$ cat config.mk
export PLATFORM = sky130hd
export DESIGN_NAME = serial_subtractor
export DESIGN_NICKNAME = d
export VERILOG_FILES = /design/src/rtl/serial_subtractor.sv
export SDC_FILE = /design/constraint.sdc
export NUM_CORES = 1
export LEC_CHECK = 0
export BUFFER_PORTS_ARGS = -buffer_cell sky130_fd_sc_hd__buf_2
export CAP_MARGIN = 20
export CORE_ASPECT_RATIO = 1.25
export CORE_MARGIN = 10
export CORE_UTILIZATION = 45
export CTS_CLUSTER_DIAMETER = 60
export CTS_CLUSTER_SIZE = 14
export DETAILED_ROUTE_END_ITERATION = 10
export PLACE_DENSITY = 0.75
export SLEW_MARGIN = 25
export SYNTH_ARGS = -nofsm -noshare
export SYNTH_HDL_FRONTEND = slang
export SYNTH_SLANG_ARGS = --single-unit
$ cat constraint.sdc
create_clock -name clk -period 3.15 [get_ports clk]
set_input_delay 0.315 -clock clk [delete_from_list [all_inputs] [get_ports clk]]
set_output_delay 0.315 -clock clk [all_outputs]
set_load 0.05 [all_outputs]
$ cat src/rtl/serial_subtractor.sv
// Bit-serial a - b over WIDTH cycles, LSB first, with a three-state IDLE/RUN/DONE FSM.
// Optional signed-overflow output ovf is built only when SUB_OVF_EN is defined.
module serial_subtractor #(
  parameter int unsigned WIDTH = 8
) (
  input  logic             clk,
  input  logic             rst_n,
  input  logic             start,
  input  logic [WIDTH-1:0] a,
  input  logic [WIDTH-1:0] b,
  output logic             busy,
  output logic             done,
  output logic [WIDTH-1:0] diff,
  output logic             bout
`ifdef SUB_OVF_EN
  ,
  output logic             ovf
`endif
);

  localparam int unsigned CW = (WIDTH > 2) ? $clog2(WIDTH) : 1;

  typedef enum logic [1:0] {
    S_IDLE,
    S_RUN,
    S_DONE
  } state_t;

  state_t           state_q;
  logic [WIDTH-1:0] a_q;
  logic [WIDTH-1:0] b_q;
  logic [WIDTH-1:0] diff_q;
  logic [CW-1:0]    cnt_q;
  logic             br_q;
  logic             bout_q;
  logic             done_q;
  logic             d_d;
  logic             br_d;
`ifdef SUB_OVF_EN
  logic             sa_q;
  logic             sb_q;
  logic             ovf_q;
`endif

  // One full-subtractor slice on the current LSBs of the operand shifters.
  always_comb begin
    d_d  = a_q[0] ^ b_q[0] ^ br_q;
    br_d = (~a_q[0] & b_q[0]) | (~(a_q[0] ^ b_q[0]) & br_q);
  end

  always_ff @(posedge clk or negedge rst_n) begin
    if (!rst_n) begin
      state_q <= S_IDLE;
      a_q     <= '0;
      b_q     <= '0;
      diff_q  <= '0;
      cnt_q   <= '0;
      br_q    <= 1'b0;
      bout_q  <= 1'b0;
      done_q  <= 1'b0;
`ifdef SUB_OVF_EN
      sa_q    <= 1'b0;
      sb_q    <= 1'b0;
      ovf_q   <= 1'b0;
`endif
    end else begin
      done_q <= 1'b0;
      case (state_q)
        S_IDLE: begin
          if (start) begin
            a_q     <= a;
            b_q     <= b;
            br_q    <= 1'b0;
            cnt_q   <= '0;
            diff_q  <= '0;
            bout_q  <= 1'b0;
`ifdef SUB_OVF_EN
            sa_q    <= a[WIDTH-1];
            sb_q    <= b[WIDTH-1];
            ovf_q   <= 1'b0;
`endif
            state_q <= S_RUN;
          end
        end
        S_RUN: begin
          a_q    <= a_q >> 1;
          b_q    <= b_q >> 1;
          br_q   <= br_d;
          diff_q <= {d_d, diff_q[WIDTH-1:1]};
          if (cnt_q == CW'(WIDTH - 1)) begin
            state_q <= S_DONE;
          end else begin
            cnt_q <= cnt_q + CW'(1);
          end
        end
        S_DONE: begin
          // Flags are registered here, so done/bout become visible as the FSM returns to IDLE.
          done_q  <= 1'b1;
          bout_q  <= br_q;
`ifdef SUB_OVF_EN
          ovf_q   <= (sa_q != sb_q) && (diff_q[WIDTH-1] != sa_q);
`endif
          state_q <= S_IDLE;
        end
        default: state_q <= S_IDLE;
      endcase
    end
  end

  assign busy = (state_q != S_IDLE);
  assign done = done_q;
  assign diff = diff_q;
  assign bout = bout_q;
`ifdef SUB_OVF_EN
  assign ovf  = ovf_q;
`endif

endmodule
==> flow_summary.rst <==
.. list-table::
   :header-rows: 1

   * - Metric
     - Value
   * - Result of the run
     - finished clean
   * - Net switching power of the design
     - 0.810 mW
   * - Detailed-route via count
     - 1,097
   * - Clk sinks
     - 32
   * - Number of search-and-repair iterations in the first detailed-routing pass
     - 4
   * - Number of DRC markers after the initial detailed-route iteration
     - 40
   * - Clock-pin slew on the worst setup and hold paths
     - 60 ps
   * - Die height
     - 87.8 um
   * - Number of unique standard cell types used by synthesis
     - 30
   * - Dpl hpwl
     - 2450 um
   * - GRT Resource Usage Total
     - 11.1%
   * - Worst setup slack for register-to-register paths
     - 1100 ps
   * - Count of mapped cells out of synthesis
     - 129
   * - Worst path arrival time
     - 2180 ps
   * - Total wire length
     - 3280 um
   * - Total number of cells along the worst setup path
     - 4
   * - Final-report hold violation count
     - 0
   * - Reg2Reg Capture Point
     - a_q[2]
   * - Post-Place Cells
     - 188
   * - Worst stage delay on the critical path
     - 570 ps
   * - CTS Hold Bufs
     - 0
   * - Relative max-transition margin
     - 54.0%
   * - Fin. max-slew vios
     - 0
   * - Top achievable clock speed
     - 0.489 GHz
   * - Slowest cell on the critical path
     - nor2b_1
   * - Pwr Density
     - 1020 nW/um2
   * - Post-synthesis instance area
     - 1650 um2
   * - Setup crit start
     - state_q[0]
   * - Critical path endpoint category
     - flip-flop
   * - Total internal power
     - 1.10 mW
   * - Maximum root-to-sink buffer count
     - 2
   * - Antenna cell count
     - 0
   * - Post-route total power
     - 1.91 mW
   * - Number of standard cells in the layout, taps in and fillers out
     - 196
   * - Relative contribution of sequential cells to total power
     - 36.4%
   * - Root buf cell
     - clkbuf_8
   * - Xor/xnor share of the synthesized area
     - 0%
   * - Post-route DRC
     - 0
   * - Post-detailed-route via-to-cell ratio
     - 5.60
   * - Area growth from synthesis to layout
     - 13.6%
   * - Most common cell type on the critical path
     - buf_4
   * - Period Utilization, post-route
     - 64.9%
   * - Adder-cell share of the synthesized area
     - 2.72%
   * - CP startpoint kind
     - flip-flop
   * - Number of buffers created by CTS
     - 5
   * - Clk_skew
     - 5.85 ps
   * - Mean instance size in the synthesized netlist
     - 12.8 um2
   * - DIE AREA
     - 6520 um2
   * - Placeable core area
     - 3510 um2
   * - Setup violation total in the final timing report
     - 0
   * - Worst R2R Start
     - state_q[0]
   * - Minimum clock period
     - 2050 ps
   * - Post-CTS setup buffer count
     - 0
   * - Proportion of synthesized area in mux cells
     - 0%
   * - Post-synthesis net count
     - 151
   * - Input/output buffers
     - 29
   * - Resized Gates After CTS
     - 0
   * - Part of the power in the clock network
     - 16.6%
   * - Final Wtd Congestion
     - 0.740
   * - Area fraction in compound gates after synthesis
     - 21.3%
   * - Number of top-level design ports
     - 30
   * - Vias in the first global route
     - 1,206
   * - Portion of total power attributed to combinational logic
     - 46.9%
   * - Basic-gate share of the synthesized area counting and, or, nand and nor cells
     - 18.4%
   * - Post-DP Area
     - 1780 um2
   * - Sequential-to-total area share from yosys stat
     - 48.4%
   * - Cell leakage power
     - 0.878 nW
   * - Data required, critical path
     - 3280 ps
   * - Pin count of the biggest net entering global routing
     - 33
   * - Initial Utilization
     - 47.1%
   * - Switching power share of the total
     - 42.4%
   * - Largest family of logic cells by synthesized area
     - compound AO/OA/AOI/OAI gates
   * - Yosys warning count
     - 0
   * - Crit path setup slack, layout
     - 1100 ps
   * - CTS H-tree depth
     - 2
   * - Post-layout net count
     - 178
   * - Layout Cell Area excl Fill
     - 1880 um2
   * - Total of flip-flops plus latches after synthesis
     - 32
   * - Setup repair after global routing missed its margin
     - false
   * - GR Overflow Total
     - 0
   * - TritonCTS clock tree
     - yes
   * - Combined buffer and inverter count along the critical path
     - 2
   * - Path category of the worst min-delay check
     - in2async
   * - Hold slack final
     - 77.9 ps
   * - Number of max-cap violations
     - 0
   * - Category of the most critical setup path
     - reg2reg
   * - Number of cells on the worst reg-to-reg path
     - 4
   * - Total negative setup slack
     - 0 ps
   * - Capture point of the critical path
     - a_q[2]
   * - Clock network latency to the later pin of the worst-skew pair
     - 280 ps
   * - Crit-path max FO
     - 21
   * - Worst-Margin Slew
     - 691 ps
   * - Antenna violations before repair
     - 0
   * - Cell-by-cell trace of the critical path
     - buf_4 -> nor2b_1 -> buf_4 -> a221oi_2
   * - Fraction of layout cells with a size suffix above 1
     - 42.0%
   * - Pre-CTS setup slack
     - 1110 ps
   * - Global-route wire length before repair
     - 5750 um
   * - Antenna-violating nets left
     - 0
   * - Max IR drop VDD
     - 0.000601 V
   * - Average wire per standard cell
     - 16.8 um
   * - Number of rows created at floorplan
     - 24
   * - Overall die width
     - 74.2 um
   * - Share of the core filled with cells in the final layout
     - 53.5%
   * - Dominant delay contributor by cell family on the critical path
     - buffers and inverters
-- worst register-to-register path: cells and delay by family (launching register included) --
family | cells | cell delay [ps]
buffers and inverters | 2 | 690
AO/OA/AOI/OAI | 1 | 90
AND/OR/NAND/NOR | 1 | 580
flip-flops | 1 | 540
-- power by group through the flow --
stage / combinational [mW] / sequential, mW / clock [mW]
after floorplan: 0.599 / 0.839 / 0
after global placement: 0.866 / 0.692 / 0
after detailed placement: 0.906 / 0.706 / 0
after CTS: 0.909 / 0.698 / 0.325
after global routing: 0.984 / 0.724 / 0.346
final: 0.896 / 0.696 / 0.317
-- flip-flops by register name, indices dropped and copies added (netlist names) --
register  flops
a_q           8
b_q           8
diff          8
cnt_q         3
state_q       2
bout          1
br_q          1
done          1
-- cell usage in the layout, fill, tap and decap left out, types with 2 or more instances in the layout --
cell and instances:
nand2_1 3, nor4b_1 2, nor4b_2 9, nand3_1 3
nand2b_1 4, clkinv_2 2, clkbuf_8 6, inv_1 15
dfrtp_1 32, o221a_2 3, a22o_1 9, buf_2 29
nor2b_1 2, a221oi_2 10, or4b_1 3, o221ai_1 4
or2_2 2, nor3b_1 2, ha_1 2, buf_4 3
-- how the worst min path moves through the flow --
stage / startpoint / endpoint / slack (ps) / cells after the start
6_report: rst_n / a_q[7] / 80 / 1
3_3_place_gp: rst_n / a_q[5] / 390 / 1
4_1_cts: rst_n / state_q[0] / 100 / 1
3_5_place_dp: rst_n / a_q[7] / 400 / 1
2_1_floorplan: rst_n / a_q[0] / 20 / 0
5_1_grt: rst_n / b_q[1] / 130 / 1
-- cells by family (layout without fill, tap and decap cells) --
| kind of cell | after synthesis | after routing |
|---|---|---|
| AOI/OAI and AO/OA | 33 | 33 |
| adders and majority gates | 3 | 3 |
| buffers and inverters | 27 | 55 |
| DFF | 32 | 32 |
| and+or+nand+nor | 34 | 34 |
-- cell usage after synthesis --
cell type	instances	area, um2
and2_1	1	6.26
a211o_1	1	8.76
buf_2	4	20.0
fa_1	1	20.0
o221a_2	3	33.8
nand3_1	3	15.0
a21oi_1	1	5.00
inv_1	15	56.3
ha_1	2	25.0
o221ai_1	4	35.0
nor4b_2	9	135
nand2_1	3	11.3
nor4bb_1	1	10.0
buf_6	4	45.0
o2bb2ai_1	1	8.76
a211oi_1	1	7.51
nor3b_1	2	15.0
or4b_1	3	30.0
o21bai_1	2	15.0
or2_2	2	12.5
a221oi_2	10	150
or2_1	1	6.26
nand2b_1	4	25.0
dfrtp_1	32	801
a22o_1	9	78.8
buf_4	4	30.0
nor2b_1	2	12.5
nor4b_1	2	17.5
o21ba_2	1	10.0
nand3b_1	1	7.51
-- layer usage --
| layer | up-vias | part of all wire, % | GRT usage, % |
|---|---|---|---|
| li1 | 537 | - | - |
| met1 | 534 | 40 | 12.3 |
| met2 | 19 | 54 | 19.1 |
| met3 | 7 | 4.2 | 3.17 |
| met4 | 0 | 1.7 | 4.50 |
| met5 | - | 0 | 0 |
-- layout make-up --
| cell class | count | area (um2) |
|---|---|---|
| tap | 39 | 48.8 |
| clock buffer | 6 | 82.6 |
| fill | 312 | 1630 |
| timing repair buffer | 32 | 168 |
| inverter | 15 | 56.3 |
| clock inverter | 2 | 10.0 |
| multi-input combinational | 70 | 713 |
| sequential | 32 | 801 |
Note: power is estimated with default switching activity, not from simulation.
